`src/rtl/rotating_digit_banner_if.sv`:
```
// Control and display bus of the rotating digit banner: switch/button side drives
// the controls, the banner drives the digit state and shift strobe.
interface rotating_digit_banner_if #(
    parameter int NUM_DIGITS = 4,
    parameter int DIGIT_W    = 4
);
    logic                          dir;
    logic                          hold;
    logic                          mode;
    logic                          load;
    logic [NUM_DIGITS*DIGIT_W-1:0] load_data;
    logic                          step;
    logic [NUM_DIGITS*DIGIT_W-1:0] digits_out;
    logic                          shift_tick;

    modport master (
        output dir, hold, mode, load, load_data, step,
        input  digits_out, shift_tick
    );

    modport slave (
        input  dir, hold, mode, load, load_data, step,
        output digits_out, shift_tick
    );
endinterface

```
`src/rtl/rotating_digit_banner.sv`:
```
// N-digit shift register advancing on a prescaled timebase, with count-in or
// circular rotate, parallel load, and single-step while held.
module rotating_digit_banner #(
    parameter int NUM_DIGITS = 4,
    parameter int DIGIT_W    = 4,
    parameter int DIGIT_MAX  = 9,
    parameter int TICK_COUNT = 50_000_000,
    parameter int TICK_W     = 26
) (
    input logic                    clk,
    input logic                    reset,
    rotating_digit_banner_if.slave bus
);
    localparam int VEC_W = NUM_DIGITS * DIGIT_W;

    typedef logic [DIGIT_W-1:0] digit_t;

    localparam digit_t            MAX_D     = digit_t'(DIGIT_MAX);
    localparam logic [TICK_W-1:0] TICK_LAST = TICK_W'(TICK_COUNT - 1);

    logic [VEC_W-1:0]  digits_q;
    logic [VEC_W-1:0]  shifted;
    logic [VEC_W-1:0]  clamped;
    logic [TICK_W-1:0] presc_q;
    logic              tick_q;
    digit_t            d_lo;
    digit_t            d_hi;

    assign d_lo = digits_q[DIGIT_W-1:0];
    assign d_hi = digits_q[VEC_W-1 -: DIGIT_W];

    // NOTE: every output of this block gets a default first so no path leaves it unassigned (no latch).
    always_comb begin
        shifted = '0;
        clamped = '0;
        for (int i = 0; i < NUM_DIGITS; i++) begin
            clamped[i*DIGIT_W +: DIGIT_W] = (bus.load_data[i*DIGIT_W +: DIGIT_W] > MAX_D)
                                          ? MAX_D : bus.load_data[i*DIGIT_W +: DIGIT_W];
        end
        if (bus.dir) begin
            shifted[VEC_W-1:DIGIT_W] = digits_q[VEC_W-DIGIT_W-1:0];
            shifted[DIGIT_W-1:0]     = bus.mode ? d_hi
                                     : ((d_lo == MAX_D) ? '0 : d_lo + digit_t'(1));
        end else begin
            shifted[VEC_W-DIGIT_W-1:0] = digits_q[VEC_W-1:DIGIT_W];
            shifted[VEC_W-1 -: DIGIT_W] = bus.mode ? d_lo
                                        : ((d_hi == '0) ? MAX_D : d_hi - digit_t'(1));
        end
    end

    // NOTE: sequential state uses non-blocking assignments so all registers update together on the edge.
    always_ff @(posedge clk) begin
        if (reset) begin
            digits_q <= '0;
            presc_q  <= '0;
            tick_q   <= 1'b0;
        end else if (bus.load) begin
            digits_q <= clamped;
            presc_q  <= '0;
            tick_q   <= 1'b0;
        end else if (bus.hold) begin
            // Prescaler is frozen while held; a step shifts without touching it.
            tick_q <= bus.step;
            if (bus.step) begin
                digits_q <= shifted;
            end
        end else if (presc_q == TICK_LAST) begin
            presc_q  <= '0;
            digits_q <= shifted;
            tick_q   <= 1'b1;
        end else begin
            presc_q <= presc_q + TICK_W'(1);
            tick_q  <= 1'b0;
        end
    end

    assign bus.digits_out = digits_q;
    assign bus.shift_tick = tick_q;
endmodule

```
`src/flat_wrapper.sv`:
```
// flat-port wrapper written by rule: the top's interface ports become plain ports
module rotating_digit_banner_flat 
#(
    parameter int NUM_DIGITS = 4,
    parameter int DIGIT_W    = 4,
    parameter int DIGIT_MAX  = 9,
    parameter int TICK_COUNT = 50_000_000,
    parameter int TICK_W     = 26
)
  (clk, reset, bus_dir, bus_hold, bus_mode, bus_load, bus_load_data, bus_step, bus_digits_out, bus_shift_tick);
  rotating_digit_banner_if #(.NUM_DIGITS(NUM_DIGITS), .DIGIT_W(DIGIT_W)) bus_i ();
  input logic clk;
  input logic reset;
  input wire logic [$bits(bus_i.dir)-1:0] bus_dir;
  input wire logic [$bits(bus_i.hold)-1:0] bus_hold;
  input wire logic [$bits(bus_i.mode)-1:0] bus_mode;
  input wire logic [$bits(bus_i.load)-1:0] bus_load;
  input wire logic [$bits(bus_i.load_data)-1:0] bus_load_data;
  input wire logic [$bits(bus_i.step)-1:0] bus_step;
  output wire logic [$bits(bus_i.digits_out)-1:0] bus_digits_out;
  output wire logic [$bits(bus_i.shift_tick)-1:0] bus_shift_tick;
  assign bus_i.dir = bus_dir;
  assign bus_i.hold = bus_hold;
  assign bus_i.mode = bus_mode;
  assign bus_i.load = bus_load;
  assign bus_i.load_data = bus_load_data;
  assign bus_i.step = bus_step;
  assign bus_digits_out = bus_i.digits_out;
  assign bus_shift_tick = bus_i.shift_tick;
  rotating_digit_banner #(.NUM_DIGITS(NUM_DIGITS), .DIGIT_W(DIGIT_W), .DIGIT_MAX(DIGIT_MAX), .TICK_COUNT(TICK_COUNT), .TICK_W(TICK_W)) u_core (.clk(clk), .reset(reset), .bus(bus_i));
endmodule
```
`config.mk`:
```
export PLATFORM = sky130hd
export DESIGN_NAME = rotating_digit_banner_flat
export DESIGN_NICKNAME = d
export VERILOG_FILES = /design/src/rtl/rotating_digit_banner_if.sv /design/src/rtl/rotating_digit_banner.sv /design/src/flat_wrapper.sv
export SDC_FILE = /design/constraint.sdc
export NUM_CORES = 1
export LEC_CHECK = 0
export ABC_AREA = 1
export CORE_MARGIN = 10
export CORE_UTILIZATION = 49
export CTS_CLUSTER_SIZE = 8
export DETAILED_ROUTE_END_ITERATION = 8
export PLACE_DENSITY = 0.77
export SLEW_MARGIN = 20
export SYNTH_ARGS = -nofsm -noshare
export SYNTH_HDL_FRONTEND = slang
export SYNTH_SLANG_ARGS = --single-unit
```
`constraint.sdc`:
```
create_clock -name clk -period 1.4 [get_ports clk]
set_input_delay 0.28 -clock clk [delete_from_list [all_inputs] [get_ports clk]]
set_output_delay 0.28 -clock clk [all_outputs]
set_load 0.02 [all_outputs]
```
* After elaboration in Yosys (flattened, before gate mapping)
Index checks and enable logic that the tools add are counted.
** Cells by class
- Mux-type cells :: 16
- Bitwise gates (word level) :: 0
- Reduce and logical (&&, ||, !) cells :: 4
- Eq/ne operators :: 3
- Shift operators :: 0
- Multipliers :: 0
- Add/subtract/negate cells :: 3
- Divide/modulo/power cells :: 0
- Order comparisons :: 4
** Operators by type and width (count)
- $mux 16 :: 5
- $mux 4 :: 8
- $add 26x1->26 const B :: 1
- $eq 26x26->1 const B :: 1
- $mux 26 :: 1
- $gt 4x4->1 const B :: 4
- $add 4x1->4 const B :: 1
- $eq 4x4->1 const B :: 1
- $logic_not 4->1 :: 1
- $sub 4x1->4 const B :: 1
- $ne 3x1->1 const B :: 1
- $reduce_bool 3->1 :: 1
- $mux 1 :: 2
- $reduce_and 2->1 :: 1
- $reduce_or 2->1 :: 1
** Storage, ports and cells
- Bits in latches :: 0
- Input bits :: 23
- Word-level logic and storage cells :: 33
- Memory bits (read-only) :: 0
- Register bits :: 43
- Bits in writable memories :: 0
- Memories kept :: 0

* Longest topological paths before layout
- Depth after elaboration :: 7
- Gate-level depth with buffers :: 11
- Mapped depth without buffers :: 11

* Worst setup path before layout
OpenSTA, ideal clock, no wires.
- Kind :: reg-to-reg
- Start point :: register u_core.presc_q[0]
- End point :: register u_core.digits_q[5], in the netlist u_core.bus.digits_out[5]
- Data required time :: 1.284 ns
- Library setup time :: 0.116 ns
- Period minus slack after synthesis :: 1.532 ns
- Path buffers :: 1
- Cell stages (with the launch flop) :: 12
- Path slack :: -0.132 ns
- Arrival time :: 1.417 ns
- Cells stage by stage :: dfxtp_1 ha_1 nand2_1 nor2_1 nand2_1 nor2_1 nand2_4 nand3_4 inv_2 buf_6 nor2_1 nor2_1
** Between the ends
- Longest elaborated chain between the ends :: 3
** Ends and longest elaborated chain
- from (decl) :: line rotating_digit_banner.sv:24 : logic [TICK_W-1:0] presc_q;
- from (signal assigned) :: line rotating_digit_banner.sv:72 : presc_q <= presc_q + TICK_W'(1);
- $eq 26x26->1 :: line rotating_digit_banner.sv:67 : end else if (presc_q == TICK_LAST) begin
- $reduce_bool 3->1 (no line)
- $reduce_and 2->1 (no line)
- to (signal assigned) :: line rotating_digit_banner.sv:58 : digits_q <= clamped;
- to (signal assigned) :: line rotating_digit_banner.sv:65 : digits_q <= shifted;
- to (signal assigned) :: line rotating_digit_banner.sv:69 : digits_q <= shifted;
- to (decl) :: line rotating_digit_banner.sv:21 : logic [VEC_W-1:0] digits_q;
No other way between the ends.
A chain may end at the register's enable or synchronous reset.

* Final worst setup path
- Start point :: register u_core.presc_q[1]
- End point :: register u_core.presc_q[22]
** Between the ends
- Longest elaborated chain between the ends :: 2
- Elaborated cells on any way between the ends :: 3
- Those cells by class :: add/sub: 1; eq/ne: 1; mux: 1
** Ends and longest elaborated chain (line)
- $add 26x1->26 / $eq 26x26->1 (equally long branches) :: rotating_digit_banner.sv:72, rotating_digit_banner.sv:67
- $mux 26 * :: rotating_digit_banner.sv:67
Mark *: on every way between the ends. The rest lies on a longest branch, timed or not.

==> results.rst <==
.. list-table::
   :header-rows: 1

   * - Metric
     - Value
   * - Die span in x
     - 93.7 um
   * - Worst path setup slack after routing
     - -170 ps
   * - Latest clock arrival within the worst-skew pair
     - 320 ps
   * - Overall overflow remaining after global route
     - 0
   * - Area occupied by multi-input gates
     - 1750 um^2
   * - Detail-routed net length per standard cell
     - between 15 and 20 um
   * - Peak VDD IR
     - around 0.00049 V
   * - Util after Layout
     - 0.795
   * - Overall power
     - 3.04 mW
   * - Clock input transition at the sequential cells of the worst setup and hold paths
     - 100 ps
   * - Global placer's final weighted congestion
     - 0.948
   * - Antenna fix cells
     - 0
   * - Critical path, cell by cell
     - ha_4, nand2_4, nor2_4, nand3_2, inv_4, nand2_4, nor2_4, nand2_2, nand2_1, inv_1, nor2_1
   * - Via Count
     - 3,395
   * - Final cell count without fillers
     - 613
   * - Final clock period utilization by the worst path
     - 1.12
   * - Count of boundary I/O pins
     - 40
   * - Vertical die dimension
     - 93.7 um
   * - Maximum cell stage delay along the critical path
     - 380 ps
   * - First DRT Iteration DRCs
     - between 400 and 500
   * - Synthesized netlist net count
     - 445
   * - Setup skew after layout
     - roughly 11 ps
   * - Violated checks
     - negative setup slack
   * - Max Cap Viol
     - 0
   * - Sum of buffers and inverters on the critical path
     - 2
   * - Pre-CTS setup slack
     - -438 ps
   * - Path class of the lowest-slack min-delay path
     - reg -> reg
   * - Final setup violation count
     - 38
   * - Commonest cells after routing, fill and taps aside
     - sky130_fd_sc_hd__nand2_1 (83), sky130_fd_sc_hd__buf_4 (79), sky130_fd_sc_hd__nor2_1 (58)
   * - Worst setup slack for register-to-register paths
     - -170 ps
   * - Aggregate routed wire length
     - 9790 um
   * - Post-synthesis sequential area ratio
     - 0.323
   * - Number of routed nets with antenna violations
     - 0
   * - Fraction of final layout cells sized beyond drive strength 1
     - 0.317
   * - Row Count
     - 26
   * - Cells after DPL
     - a little under 600
   * - Synthesis-stage register bit count
     - between 40 and 50
   * - Worst Max-Slew Pin Slew
     - 442 ps
   * - Sequential Area
     - 876 um^2
   * - Cts bufs inserted
     - 5
   * - Via density per instance
     - between 5 and 6
   * - Maximum fanout encountered on the critical timing path
     - 5
   * - Number of antenna violations at the first check in global routing
     - 0
   * - Max_slew headroom
     - 0.705
   * - PwrDens
     - 739 nW/um^2
   * - Static power due to leakage
     - between 1.5 and 2 nW
   * - Number of distinct library cells after synthesis
     - 36
   * - Req. time, crit path
     - 1660 ps
   * - Most common cell after layout, fill and taps aside
     - sky130_fd_sc_hd__nand2_1
   * - Number of global-route vias before repair
     - 3,013
   * - Total standard cell area after synthesis
     - ~2700 um^2
   * - Total global-route track usage
     - 0.200
   * - TritonCTS clock tree
     - done
   * - Half-perimeter wire length after placement
     - 6490 um
   * - Synth Warn #
     - 0
   * - Kind of critical path
     - reg -> reg
   * - Startpoint class of the critical path
     - flip-flop
   * - Number of sinks driven by the clock tree
     - 43
   * - Count of final max-slew check failures
     - 0
   * - P&R area growth vs syn
     - 54.4%
   * - Number of hold violations in the final report
     - 0
   * - Status
     - complete, but fails checks
   * - Setup repair after global routing missed its margin
     - yes
   * - Number of port buffers
     - 39
   * - Deepest level of the CTS H-tree
     - 2
   * - Overall die area
     - 8780 um^2
   * - CTS Buffer Depth
     - 2
   * - Initial core utilization
     - 0.515
   * - Arrival time at the worst endpoint
     - 1830 ps
   * - Syn_area_per_cell
     - 6.32 um^2
   * - Setup TNS
     - -3460 ps
   * - Critical Path Slowest Stage Cell
     - sky130_fd_sc_hd__dfxtp_4
   * - Core area
     - around 5200 um^2
   * - Post-detailed-route DRC marker count
     - 0
   * - Maximum number of pins on one net before global-route repair
     - 19
   * - Cell family with the largest share of critical-path delay
     - simple AND/OR/NAND/NOR gates
   * - Total number of nets in the final design
     - 566
   * - Period minus WS final
     - 1570 ps
   * - First-pass GRT wire length
     - 14,400 um
   * - Fillcell total
     - 336
   * - Clock root buffer
     - sky130_fd_sc_hd__clkbuf_8
   * - Instance count of the mapped netlist
     - ~420
   * - Drt pass-1 iters
     - 7
   * - Element type at the critical path end
     - flip-flop
   * - F_max
     - 637 MHz
-- area by class of cell --
type                       count  area share
sequential                    43       0.213
tap                           70      0.0213
clock buffer                   5      0.0167
multi-input combinational    314       0.426
inverter                      51      0.0496
timing repair buffer         127       0.262
clock inverter                 3      0.0107
-- layer usage --
metal	share of wire	GRT usage	up-vias
li1	-	-	1607
met1	0.41	0.265	1545
met2	0.47	0.327	197
met3	0.094	0.0352	46
met4	0.025	0.0532	0
met5	0	0	-
-- logic make-up after synthesis --
| family | after synthesis | share of synthesized area |
|---|---|---|
| fa+ha+maj | 1 | 0.00470 |
| compound gates | 83 | 0.168 |
| flops | 43 | 0.323 |
| xor+xnor | 5 | 0.0164 |
| buf+inv | 64 | 0.105 |
| simple gates | 225 | 0.383 |
-- tightest hold or removal path, stage by stage, from the launching register on --
cell and delay, ps:
sky130_fd_sc_hd__dfxtp_2 330, sky130_fd_sc_hd__inv_1 60, sky130_fd_sc_hd__a21oi_1 60
-- final timing paths --
check / start / to / cells past startpoint
min reg2reg: u_core.presc_q[9] / u_core.presc_q[9] / 2
max reg2reg: u_core.presc_q[1] / u_core.presc_q[22] / 11
min: u_core.presc_q[9] / u_core.presc_q[9] / 2
max: u_core.presc_q[1] / u_core.presc_q[22] / 11
-- synthesized netlist by cell type, drive strengths merged --
master / count / area (um^2)
a211oi: 1 / 7.51
a21oi: 29 / 145
a31o: 1 / 8.76
a31oi: 1 / 6.26
and2: 2 / 12.5
buf: 8 / 68.8
clkbuf: 5 / 18.8
dfxtp: 43 / 861
ha: 1 / 12.5
inv: 51 / 191
nand2: 95 / 379
nand3: 21 / 123
nand3b: 1 / 7.51
nand4: 17 / 106
nor2: 80 / 335
nor3: 5 / 30.0
nor3b: 1 / 7.51
nor4: 1 / 6.26
o211ai: 1 / 7.51
o21a: 3 / 22.5
o21ai: 46 / 241
o21bai: 1 / 7.51
or2: 2 / 12.5
xor2: 5 / 43.8
-- metrics by stage --
stage	instance area, um^2	hold WS (ps)
6_report	4110	481
5_1_grt	4110	531
4_1_cts	3870	493
3_5_place_dp	3670	485
3_3_place_gp	3670	470
2_1_floorplan	2690	349
-- registers in the layout (all words and copies together), names as in the netlist --
register	flops
u_core.bus.digits_out	16
u_core.presc_q	26
u_core.bus.shift_tick	1
-- power breakdown --
part	total [mW]	switching (mW)	internal (mW)
clock	1.03	0.500	0.532
combinational	0.709	0.390	0.319
sequential	1.30	0.0339	1.26
total	3.04	0.925	2.11
-- what timing repair did --
item / in CTS / in global routing
setup buffers: 4 / 7
pin swaps: 10 / 27
endpoints found under the setup margin: 52 / 43
resized for setup: 41 / 59
hold buffers: 0 / 0
hold endpoints to repair: 0 / 0
Power figures use the tool's default switching activity.
